### config.mk
export PLATFORM = sky130hd
export DESIGN_NAME = uart_rx_core
export DESIGN_NICKNAME = d
export VERILOG_FILES = /design/src/rtl/uart_rx_core.sv
export SDC_FILE = /design/constraint.sdc
export NUM_CORES = 1
export LEC_CHECK = 0
export CAP_MARGIN = 20
export CORE_ASPECT_RATIO = 0.6
export CORE_MARGIN = 3
export CORE_UTILIZATION = 60
export DETAILED_ROUTE_END_ITERATION = 8
export MAX_ROUTING_LAYER = met4
export PLACE_DENSITY = 0.83
export SLEW_MARGIN = 20
export SYNTH_ARGS = -nofsm -noshare
export SYNTH_HDL_FRONTEND = slang
export SYNTH_SLANG_ARGS = --single-unit
### constraint.sdc
create_clock -name clk -period 3.7 [get_ports clk]
set_clock_uncertainty 0.1 [all_clocks]
set_input_delay 0.74 -clock clk [delete_from_list [all_inputs] [get_ports clk]]
set_output_delay 0.74 -clock clk [all_outputs]
set_load 0.02 [all_outputs]
### src/rtl/uart_rx_core.sv
// 8N1 UART receiver: 2-flop input synchronizer, mid-bit sampling, valid/ready output
// register with one-cycle framing-error and overrun pulses.
module uart_rx_core #(
    parameter int clk_freq  = 1000000,
    parameter int baud_rate = 9600
) (
    input  logic       clk,
    input  logic       rst,
    input  logic       rx,
    input  logic       rx_ready,
    output logic [7:0] rx_data,
    output logic       rx_valid,
    output logic       frame_err,
    output logic       overrun,
    output logic       busy
);

    localparam int CLKS_PER_BIT = clk_freq / baud_rate;
    localparam int HALF         = CLKS_PER_BIT / 2;
    localparam int CNT_W        = $clog2(CLKS_PER_BIT);

    localparam logic [CNT_W-1:0] CNT_HALF   = CNT_W'(HALF - 1);
    localparam logic [CNT_W-1:0] CNT_LAST   = CNT_W'(CLKS_PER_BIT - 1);
    localparam logic [CNT_W-1:0] CNT_SETTLE = CNT_W'(2);

    if (CLKS_PER_BIT < 4) begin : g_cfg_check
        $error("uart_rx_core: CLKS_PER_BIT must be at least 4");
    end

    typedef enum logic [2:0] {
        WAIT_IDLE,
        IDLE,
        START,
        DATA,
        STOP
    } state_t;

    state_t           state_q, state_d;
    logic             sync1_q, sync1_d;
    logic             sync2_q, sync2_d;
    logic [CNT_W-1:0] cnt_q, cnt_d;
    logic [2:0]       idx_q, idx_d;
    logic [7:0]       shift_q, shift_d;
    logic [7:0]       rx_data_q, rx_data_d;
    logic             rx_valid_q, rx_valid_d;
    logic             frame_err_q, frame_err_d;
    logic             overrun_q, overrun_d;
    logic             rx_s;

    assign rx_s = sync2_q;

    always_comb begin
        state_d     = state_q;
        sync1_d     = rx;
        sync2_d     = sync1_q;
        cnt_d       = cnt_q;
        idx_d       = idx_q;
        shift_d     = shift_q;
        rx_data_d   = rx_data_q;
        rx_valid_d  = rx_valid_q && !rx_ready;
        frame_err_d = 1'b0;
        overrun_d   = 1'b0;

        case (state_q)
            WAIT_IDLE: begin
                // Let the synchronizer refill from the real line before trusting rx_s,
                // so its reset value cannot arm the receiver while the line is low.
                if (cnt_q != CNT_SETTLE) begin
                    cnt_d = cnt_q + 1'b1;
                end else if (rx_s) begin
                    state_d = IDLE;
                end
            end
            IDLE: begin
                if (!rx_s) begin
                    state_d = START;
                    cnt_d   = '0;
                end
            end
            START: begin
                if (cnt_q == CNT_HALF) begin
                    cnt_d = '0;
                    if (!rx_s) begin
                        state_d = DATA;
                        idx_d   = 3'd0;
                    end else begin
                        state_d = IDLE;
                    end
                end else begin
                    cnt_d = cnt_q + 1'b1;
                end
            end
            DATA: begin
                if (cnt_q == CNT_LAST) begin
                    shift_d[idx_q] = rx_s;
                    cnt_d          = '0;
                    idx_d          = idx_q + 3'd1;
                    if (idx_q == 3'd7) begin
                        state_d = STOP;
                    end
                end else begin
                    cnt_d = cnt_q + 1'b1;
                end
            end
            STOP: begin
                if (cnt_q == CNT_LAST) begin
                    cnt_d = '0;
                    if (rx_s) begin
                        state_d = IDLE;
                        // A byte may load on the same edge the previous one is accepted.
                        if (!rx_valid_q || rx_ready) begin
                            rx_data_d  = shift_q;
                            rx_valid_d = 1'b1;
                        end else begin
                            overrun_d = 1'b1;
                        end
                    end else begin
                        state_d     = WAIT_IDLE;
                        frame_err_d = 1'b1;
                    end
                end else begin
                    cnt_d = cnt_q + 1'b1;
                end
            end
            default: begin
                state_d = WAIT_IDLE;
                cnt_d   = '0;
            end
        endcase
    end

    always_ff @(posedge clk or negedge rst) begin
        if (!rst) begin
            state_q     <= WAIT_IDLE;
            sync1_q     <= 1'b1;
            sync2_q     <= 1'b1;
            cnt_q       <= '0;
            idx_q       <= 3'd0;
            shift_q     <= 8'h00;
            rx_data_q   <= 8'h00;
            rx_valid_q  <= 1'b0;
            frame_err_q <= 1'b0;
            overrun_q   <= 1'b0;
        end else begin
            state_q     <= state_d;
            sync1_q     <= sync1_d;
            sync2_q     <= sync2_d;
            cnt_q       <= cnt_d;
            idx_q       <= idx_d;
            shift_q     <= shift_d;
            rx_data_q   <= rx_data_d;
            rx_valid_q  <= rx_valid_d;
            frame_err_q <= frame_err_d;
            overrun_q   <= overrun_d;
        end
    end

    assign rx_data   = rx_data_q;
    assign rx_valid  = rx_valid_q;
    assign frame_err = frame_err_q;
    assign overrun   = overrun_q;
    assign busy      = (state_q != IDLE);

endmodule
Word level (Yosys, flattened, before mapping)
Cells that the tools add are included.
{"block": "totals", "word_cells": 78, "output_inout_bits": 12, "reg_bits": 34, "input_bits": 4}
{"block": "classes", "addsub": 2, "eq_ne": 18, "reduce_logical": 13, "magnitude_cmp": 2, "n_mux": 33}
{"cell": "$mux 3", "count": 10}
{"cell": "$mux 7", "count": 4}
{"cell": "$pmux 7 s4", "count": 1}
{"cell": "$ne 2x2->1 const B", "count": 9}
{"cell": "$pmux 3 s5", "count": 1}
{"cell": "$mux 1", "count": 13}
{"cell": "$bwmux 8", "count": 1}
{"cell": "$reduce_and 4->1", "count": 2}
{"cell": "$add 7x1->7 const B", "count": 1}
{"cell": "$eq 7x6->1 const B", "count": 1}
{"cell": "$eq 7x7->1 const B", "count": 1}
{"cell": "$ne 7x2->1 const B", "count": 1}
{"cell": "$reduce_and 7->1", "count": 1}
{"cell": "$eq 3x2->1 const B", "count": 2}
{"cell": "$eq 3x3->1 const B", "count": 2}
{"cell": "$pmux 3 s2", "count": 1}
{"cell": "$lt 3x4->1 const B", "count": 1}
{"cell": "$reduce_and 2->1", "count": 2}
{"cell": "$add 3x1->3 const B", "count": 1}
{"cell": "$demux 1 s3", "count": 1}
{"cell": "$eq 3x1->1 const B", "count": 1}
{"cell": "$ge 3x1->1 const B", "count": 1}
{"cell": "$logic_not 3->1", "count": 1}
{"cell": "$ne 3x1->1 const B", "count": 1}
{"cell": "other kinds (6)", "count": 8}

Longest topological paths before layout
Gate-level depths: netlist (run 1).
{"block": "depth", "word_depth": 6, "depth_mapped": 7, "mapped_depth_nobuf": 7}

Worst setup path after synthesis (run 1)
Ideal clock, no wire load.
{"block": "synth_path", "path_kind": "reg2reg", "startpoint": "reg cnt_q[0]", "endpoint": "reg rx_data_q[0] (netlist: rx_data[0])", "period_less_slack_ns": 1.887, "t_required_ns": 3.475, "path_slack_ns": 1.813, "stages_incl_launch_ff": 8, "arrival_time_ns": 1.663, "setup_time_ns": 0.125, "path_buffers": 1, "cell_sequence": "dfrtp_1 -> ha_1 -> nand2_1 -> nor2_2 -> nand4_1 -> nor2b_1 -> buf_4 -> mux2_2"}
{"block": "synth_between", "elab_chain_len": 2}
{"element": "from (decl)", "line": "41", "source": "logic [CNT_W-1:0] cnt_q, cnt_d;"}
{"element": "from (signal assigned)", "line": "148", "source": "cnt_q <= cnt_d;"}
{"element": "$eq 7x7->1", "line": "106", "source": "if (cnt_q == CNT_LAST) begin"}
{"element": "$reduce_and 4->1 (no source line)"}
{"element": "to (signal assigned)", "line": "151", "source": "rx_data_q <= rx_data_d;"}
{"element": "to (decl)", "line": "44", "source": "logic [7:0] rx_data_q, rx_data_d;"}
Every way passes these cells.
A chain may end at the register's enable or synchronous reset.

Worst setup path after layout (run 1)
Ends and elaborated chain as after synthesis.

==> reports/metrics.yaml, run 1 <==
setup_path:
  worstPathArrival_ns: 2.65
  cp-start-kind: "flop"
  crit_type: "reg2reg"
  reg2reg_depth: 6
  crit_path_end_kind: "flop"
  cp.required_ns: 3.77
  path_max_fanout: 8
timing:
  final_critical_path_setup_slack_ns: 1.116
  min_period_ns: 2.584
  tns_ns: 0
  final_max_slew_viol_count: 0
  fin_crit_sh_pct: 69.85
  tightest_slew_ns: 0.7758
  hold_violations: 0
  finalSetupViolCount: 0
  slew_headroom_pct: 48.17
  grt_setup_unrepaired: "false"
  clock.fmax_mhz: 386.9
placed_design:
  placed_area_mm2: 0.001872
  dp_slack_ns: 1.107
  routabilityCongestion: 0.8440
  io_buffers: 15
  placed_cells: 202
  post-dp-hpwl_um: 2501
final_layout:
  antennaDiodeCount: 0
  drive_gt1_share_pct: 16.38
  final_common_cell: "dfrtp_1"
  fin_area_mm2: 0.001948
  fillCellCount: 184
  fin_nets: 185
  layout.cells.non_filler: 209
  final_util_pct: 74.14
  most-common-layout-cells: "dfrtp_1, nand2_1, clkdlybuf4s50_1"
  syn_to_final_growth_pct: 12.58
routing:
  drt_wl_total_um: 3546
  vias: 1294
  wire_per_inst_um: 16.97
  firstDrtPassIters: 4
  ant_nets: 0
  drc: 0
  vias_per_cell: 6.191
  drt_first_iter_violations: 113
synth:
  synth_edf_count: 0
  syn_area_mm2: 0.001730
  async_flop_share_pct: 100.0
  avgSynthCellArea_um2: 10.62
  ys_seq_elements: 34
  synth_ff_type: "dfrtp_1"
  yosys_warnings: 0
  ys_types: 41
  synth_fp_nets: 171
  ys_seq_area_share_pct: 49.31
  syn_inst: 163
floorplanning:
  start_util_pct: 65.86
  die_h_um: 47.60
  die_area_mm2: 0.003586
  num_io_pins: 16
  die_w_um: 75.33
  coreArea_mm2: 0.002628
  fp-row-count: 14
power_and_ir_drop:
  p_leak_nw: 0.8596
  vdd_ir_drop_max_mv: 0.3277
  power_density_mw_per_mm2: 499.9
clocking:
  clockRootBuffer: "clkbuf_8"
  cts_resized: 0
  cts.sinks: 34
  cts_tree: "done"
  postCtsSetupRepairBufs: 0
  cts_buffers: 5
  clk-insertion-delay-late_ns: 0.28
  clockBufferDepth: 2
  clk_transition_reported_paths_ns: 0.06
  postCtsHoldBufs: 0
  htreeDepth: 2
hold_path:
  hold_class: "reg2reg"
  holdPathStages: 0
global_routing:
  antenna_found_initial: 0
  grt_pass1_wl_um: 6009
  grt-ovfl-total: 0
  track_usage_pct: 23.74
  grt_max_degree: 35
  grt_pass1_vias: 1253
status:
  status: "finished clean"
job:
  drv_cap: 0
-- logic make-up after synthesis --
family / share of synthesized area (%)
buffers and inverters: 4.121
muxes: 11.06
adders and majority gates: 2.892
DFF: 49.31
and+or+nand+nor: 21.33
AOI/OAI and AO/OA: 11.28
-- layer usage --
layer	share of wire [%]	track usage [%]	wire, µm
met1	49	33.02	1726
met2	43	33.45	1516
met3	7.0	7.128	249
met4	1.5	7.317	53
met5	0	-	0
-- synthesized netlist by cell type (all sizes together) (4+ instances only) --
cell   instances  share of area [%]
dfrtp         32                 46
a21oi          6                1.7
nand3          9                2.6
and3           4                1.4
mux2          16                 11
ha             4                2.9
nand2         17                3.7
nor3           6                2.7
nor2          12                2.7
buf            6                2.6
o21ai         10                2.9
inv            4               0.87
-- final cells by class --
| type | count | area (µm²) | share of cell area [%] |
|---|---|---|---|
| clock buffers | 7 | 76.32 | 3.918 |
| inverters | 4 | 15.01 | 0.7707 |
| multi-input cells | 116 | 805.8 | 41.36 |
| flip-flops and latches | 34 | 853.3 | 43.80 |
| well taps | 32 | 40.04 | 2.055 |
| repair buffers | 16 | 157.7 | 8.092 |
-- flip-flops by register name, summed over array words and instances (netlist names) --
signal	cells
rx_data	8
shift_q	8
cnt_q	7
idx_q	3
state_q	3
frame_err	1
overrun	1
rx_s	1
rx_valid	1
sync1_q	1
-- report_power, final --
part	total, mW	switching [mW]	internal [mW]
Clock	0.255	0.126	0.129
Combinational	0.248	0.148	0.101
Sequential	0.471	0.0656	0.405
Total	0.974	0.339	0.635
-- critical path, cell delays in order (launching register included) --
cell and delay, ns:
dfrtp_1 0.42, ha_1 0.28, nand2_1 0.15, nor2_2 0.23
nand4_1 0.20, nor2b_1 0.66, mux2_2 0.42
-- worst paths after layout --
check,start,end,slack [ns]
hold / removal,sync1_q,rx_s,0.26
max in group asynchronous,rst,sync1_q,2.40
min in group asynchronous,rst,cnt_q[5],0.75
setup reg to reg,cnt_q[0],rx_data[0],1.12
setup / recovery,cnt_q[0],rx_data[0],1.12
hold reg to reg,sync1_q,rx_s,0.26
-- per-stage QoR --
step | hold slack, ns | total power, mW
floorplan | 0.2452 | 0.6537
global placement | 0.2478 | 0.7032
detailed placement | 0.2571 | 0.7170
CTS | 0.2662 | 0.9720
global route | 0.2698 | 1.034
finish | 0.2636 | 0.9739
Note: power is estimated with default switching activity, not from simulation.
==> inputs of run 2 (changes only) <==
Settings changed: CORE_UTILIZATION 60 to 56, PLACE_DENSITY 0.83 to 0.78.
Clock period 3.7 ns to 2.7 ns, I/O delays scaled along.
==> reports/metrics.yaml, run 2 (same netlist as run 1, synthesis figures left out) <==
final_layout:
  final_common_cell: "dfrtp_1"
  most-common-layout-cells: "dfrtp_1, nand2_1, clkdlybuf4s50_1"
  layout.cells.non_filler: 219  # +4.8%
  fin_area_mm2: 0.001969  # +1.1%
  multi_input_area_um2: 805.8  # unchanged
  syn_to_final_growth_pct: 13.81
  seqCellArea_um2: 853.3  # unchanged
  fin_nets: 186  # +0.54%
  drive_gt1_share_pct: 16.76  # +0.38 points
  fillCellCount: 193  # +4.9%
  antennaDiodeCount: 0  # unchanged
  final_util_pct: 72.53  # -1.6 points
routing:
  drc: 0  # unchanged
  vias: 1305  # +0.85%
  drt_wl_total_um: 3427  # -3.4%
  vias_per_cell: 5.959  # -3.8%
  ant_nets: 0  # unchanged
  drt_first_iter_violations: 189  # +67%
  firstDrtPassIters: 4  # unchanged
  wire_per_inst_um: 15.65  # -7.8%
setup_path:
  r2r-end: "cnt_q[3]"
  reg2reg_depth: 6  # unchanged
  crit_buf_inv: 1  # +1
  path_max_fanout: 17  # +9
  max_stage_delay_ns: 0.69  # +0.03 ns
  worstPathArrival_ns: 1.63  # -1.02 ns
  crit_path_top_delay_cell: "dfrtp_1"
  cp.required_ns: 2.06  # -1.71 ns
  cp-start-kind: "flop"
  crit_family: "flip-flops"
  worstPathCellList: "nand2_1 > clkdlybuf4s50_1"
  crit_type: "reg2out"
  worst-r2r-setup-slack_ns: 0.47  # -0.65 ns
  r2r_start: "cnt_q[0]"
  crit_path_end_kind: "output pin"
clocking:
  postCtsSetupRepairBufs: 0  # unchanged
  clk_transition_reported_paths_ns: 0.06  # about the same
  cts_buffers: 5  # unchanged
  clockBufferDepth: 2  # unchanged
  cts.sinks: 34  # unchanged
  htreeDepth: 2  # unchanged
  clockRootBuffer: "clkbuf_8"
  cts_tree: "done"
  postCtsHoldBufs: 0  # unchanged
  cts_resized: 0  # unchanged
  clk-insertion-delay-late_ns: 0.28  # about the same
global_routing:
  grt-ovfl-total: 0  # unchanged
  antenna_found_initial: 0  # unchanged
  track_usage_pct: 21.23  # -2.5 points
  grt_max_degree: 35  # unchanged
  grt_pass1_vias: 1221  # -2.6%
  grt_pass1_wl_um: 6051  # +0.70%
floorplanning:
  fp-row-count: 14  # unchanged
  num_io_pins: 16  # unchanged
  die_area_mm2: 0.003815  # +6.4%
  die_h_um: 49.06  # +3.1%
  coreArea_mm2: 0.002715  # +3.3%
  die_w_um: 77.77  # +3.2%
  start_util_pct: 63.73  # -2.1 points
placed_design:
  placed_cells: 211  # +4.5%
  placed_area_mm2: 0.001889  # +0.94%
  post-dp-hpwl_um: 2454  # -1.9%
  io_buffers: 15  # unchanged
  routabilityCongestion: 0.8626  # +2.2%
hold_path:
  holdPathStages: 0  # unchanged
  hold_class: "reg2reg"
  hp-start: "sync1_q"
  min_to: "rx_s"
status:
  status: "finished clean"
timing:
  clock.fmax_mhz: 440.0
  fin_crit_sh_pct: 84.17
  finalSetupViolCount: 0  # unchanged
  tightest_slew_ns: 0.5548  # -0.2210 ns
  grt_setup_unrepaired: "false"
  slew_headroom_pct: 63.01  # +15 points
  timing.hold.ws_ns: 0.2640  # +0.0004640 ns
  tns_ns: 0  # unchanged
  final_max_slew_viol_count: 0  # unchanged
  hold_violations: 0  # unchanged
  min_period_ns: 2.272
power_and_ir_drop:
  vdd_ir_drop_max_mv: 0.4954  # +51%
  power_density_mw_per_mm2: 680.9  # +36%
  p_leak_nw: 0.8662  # +0.77%
job:
  drv_cap: 0  # unchanged
## run 2: through the flow
| step | worst slack, ns | power, mW |
|---|---|---|
| after floorplan | 0.8127 | 0.8958 |
| after global placement | 0.6098 | 0.9686 |
| after detailed placement | 0.5617 | 0.9850 |
| after CTS | 0.4479 | 1.333 |
| after global routing | 0.3449 | 1.421 |
| final | 0.4275 | 1.341 |
## run 2: metal layers
layer	up-vias	global-route usage, %	part of all wire, %
met3	7	6.089	8.5
met1	619	31.18	50
met2	62	27.41	40
met5	-	-	0
li1	617	-	-
met4	0	7.988	1.5
## run 2: worst max path at each step
stage	startpoint	end	slack, ns	depth (start not counted)
floorplan	cnt_q[0]	rx_data[0]	0.81	7
global placement	cnt_q[0]	cnt_q[3]	0.61	6
detailed placement	cnt_q[0]	cnt_q[3]	0.56	6
CTS	state_q[2]	busy	0.45	3
global route	state_q[0]	busy	0.34	2
finish	state_q[0]	busy	0.43	2
## run 2: layout make-up
cell class	count	area share, %
clock buffer	8	4.066
inverter	4	0.7624
multi-input combinational	116	40.91
sequential	34	43.33
tap	40	2.541
timing repair buffer	17	8.386
## run 2: power by group
group | internal, mW | total [mW] | switching [mW]
Clock | 0.183 | 0.350 | 0.167
Combinational | 0.138 | 0.346 | 0.209
Sequential | 0.555 | 0.644 | 0.0890
==> inputs of run 3 (changes only) <==
Clock period 2.7 ns to 2.3 ns, I/O delays scaled along.
==> reports/metrics.yaml, run 3 (same netlist as run 1, synthesis figures left out) <==
timing:
  clock.fmax_mhz: 454.9
  grt_setup_unrepaired: "false"
  slew_headroom_pct: 63.68  # +0.67 points
  hold_violations: 0  # unchanged
  final_max_slew_viol_count: 0  # unchanged
  timing.hold.ws_ns: 0.2569  # -0.007154 ns
  tns_ns: 0  # unchanged
  tightest_slew_ns: 0.5406  # -0.01419 ns
  min_period_ns: 2.198
  finalSetupViolCount: 0  # unchanged
  fin_crit_sh_pct: 95.58
setup_path:
  crit_type: "reg2out"
  r2r_start: "idx_q[1]"
  cp-endpoint: "busy"
  crit_path_end_kind: "output pin"
  cp-startpoint: "state_q[0]"
  path_max_fanout: 12  # -5
  r2r-end: "state_q[0]"
  worst-r2r-setup-slack_ns: 0.18  # -0.29 ns
  worstPathArrival_ns: 1.64  # about the same
  reg2reg_depth: 7  # +1
  cp.required_ns: 1.74  # -0.32 ns
  cp-start-kind: "flop"
final_layout:
  final_common_cell: "dfrtp_1"
  fin_nets: 190  # +2.2%
  fillCellCount: 193  # unchanged
  fin_area_mm2: 0.002021  # +2.6%
  antennaDiodeCount: 0  # unchanged
  most-common-layout-cells: "dfrtp_1, nand2_1, clkdlybuf4s50_1"
  syn_to_final_growth_pct: 16.78
  drive_gt1_share_pct: 21.31  # +4.6 points
clocking:
  clk-insertion-delay-late_ns: 0.28  # about the same
  clockRootBuffer: "clkbuf_8"
  cts_buffers: 5  # unchanged
  clockBufferDepth: 2  # unchanged
  cts_tree: "done"
  cts.sinks: 34  # unchanged
  htreeDepth: 2  # unchanged
  clk_transition_reported_paths_ns: 0.06  # about the same
placed_design:
  post-dp-hpwl_um: 2647  # +7.9%
  routabilityCongestion: 0.8729  # +1.2%
  placed_area_mm2: 0.001919  # +1.6%
  io_buffers: 15  # unchanged
global_routing:
  grt-ovfl-total: 0  # unchanged
  antenna_found_initial: 0  # unchanged
  grt_max_degree: 35  # unchanged
  track_usage_pct: 21.22  # about the same
  grt_pass1_vias: 1281  # +4.9%
  grt_pass1_wl_um: 6085  # +0.56%
floorplanning:
  die_h_um: 49.06  # unchanged
  die_area_mm2: 0.003815  # unchanged
  num_io_pins: 16  # unchanged
  fp-row-count: 14  # unchanged
  coreArea_mm2: 0.002715  # unchanged
  start_util_pct: 63.73  # unchanged
  die_w_um: 77.77  # unchanged
routing:
  vias_per_cell: 5.987  # +0.46%
  drt_wl_total_um: 3584  # +4.6%
  ant_nets: 0  # unchanged
  firstDrtPassIters: 6  # +2
  vias: 1335  # +2.3%
  wire_per_inst_um: 16.07  # +2.7%
  drt_first_iter_violations: 142  # -25%
  drc: 0  # unchanged
power_and_ir_drop:
  p_leak_nw: 0.8929  # +3.1%
  power_density_mw_per_mm2: 808.5  # +19%
  vdd_ir_drop_max_mv: 0.7226  # +46%
  finalPower_mw: 1.634  # +22%
status:
  status: "finished clean"
job:
  drv_cap: 0  # unchanged
hold_path:
  hold_class: "reg2reg"
-- run 3: report_power, final --
part	internal, mW	switching [mW]	total [mW]
combinational	0.178	0.255	0.434
clock	0.241	0.201	0.442
sequential	0.652	0.106	0.758
total	1.07	0.562	1.63
-- run 3: layer usage --
metal / track usage, % / wire length [µm]
met1: 30.55 / 1705
met3: 5.535 / 309
met4: 7.101 / 36
met2: 28.98 / 1532
met5: - / 0
-- run 3: through the flow --
step	utilization, %	setup WS (ns)	cells
4_1_cts	74.06	0.04607	223
3_3_place_gp	70.69	0.2764	215
3_5_place_dp	70.69	0.2036	215
5_1_grt	74.42	0.03324	223
6_report	74.42	0.1016	223
2_1_floorplan	-	0.4127	163
-- run 3: area by class of cell --
| cell class | instances | area (µm²) | share of cell area, % |
|---|---|---|---|
| Sequential cell | 34 | 854.6 | 42.29 |
| Multi-Input combinational cell | 116 | 814.5 | 40.31 |
| Clock inverter | 1 | 5.005 | 0.2477 |
| Inverter | 4 | 15.01 | 0.7430 |
| Clock buffer | 7 | 86.33 | 4.272 |
| Timing Repair Buffer | 21 | 195.2 | 9.659 |
| Tap cell | 40 | 50.05 | 2.477 |
-- run 3: worst min-delay path by stage --
stage,cells past startpoint,endpoint,from
5_1_grt,0,rx_s,sync1_q
2_1_floorplan,0,cnt_q[0],rst
6_report,0,rx_s,sync1_q
3_5_place_dp,0,rx_s,sync1_q
3_3_place_gp,0,rx_s,sync1_q
4_1_cts,0,rx_s,sync1_q
-- run 3: worst max-delay path, stage by stage (launching register included) --
cell             delay [ns]
dfrtp_2                0.50
buf_4                  0.19
nand2_1                0.06
clkdlybuf4s50_1        0.60
-- run 3: what timing repair did --
action,in CTS,in global routing
endpoints found under the setup margin,0,4
setup buffers,0,0
hold buffers,0,0
resized for setup,0,3
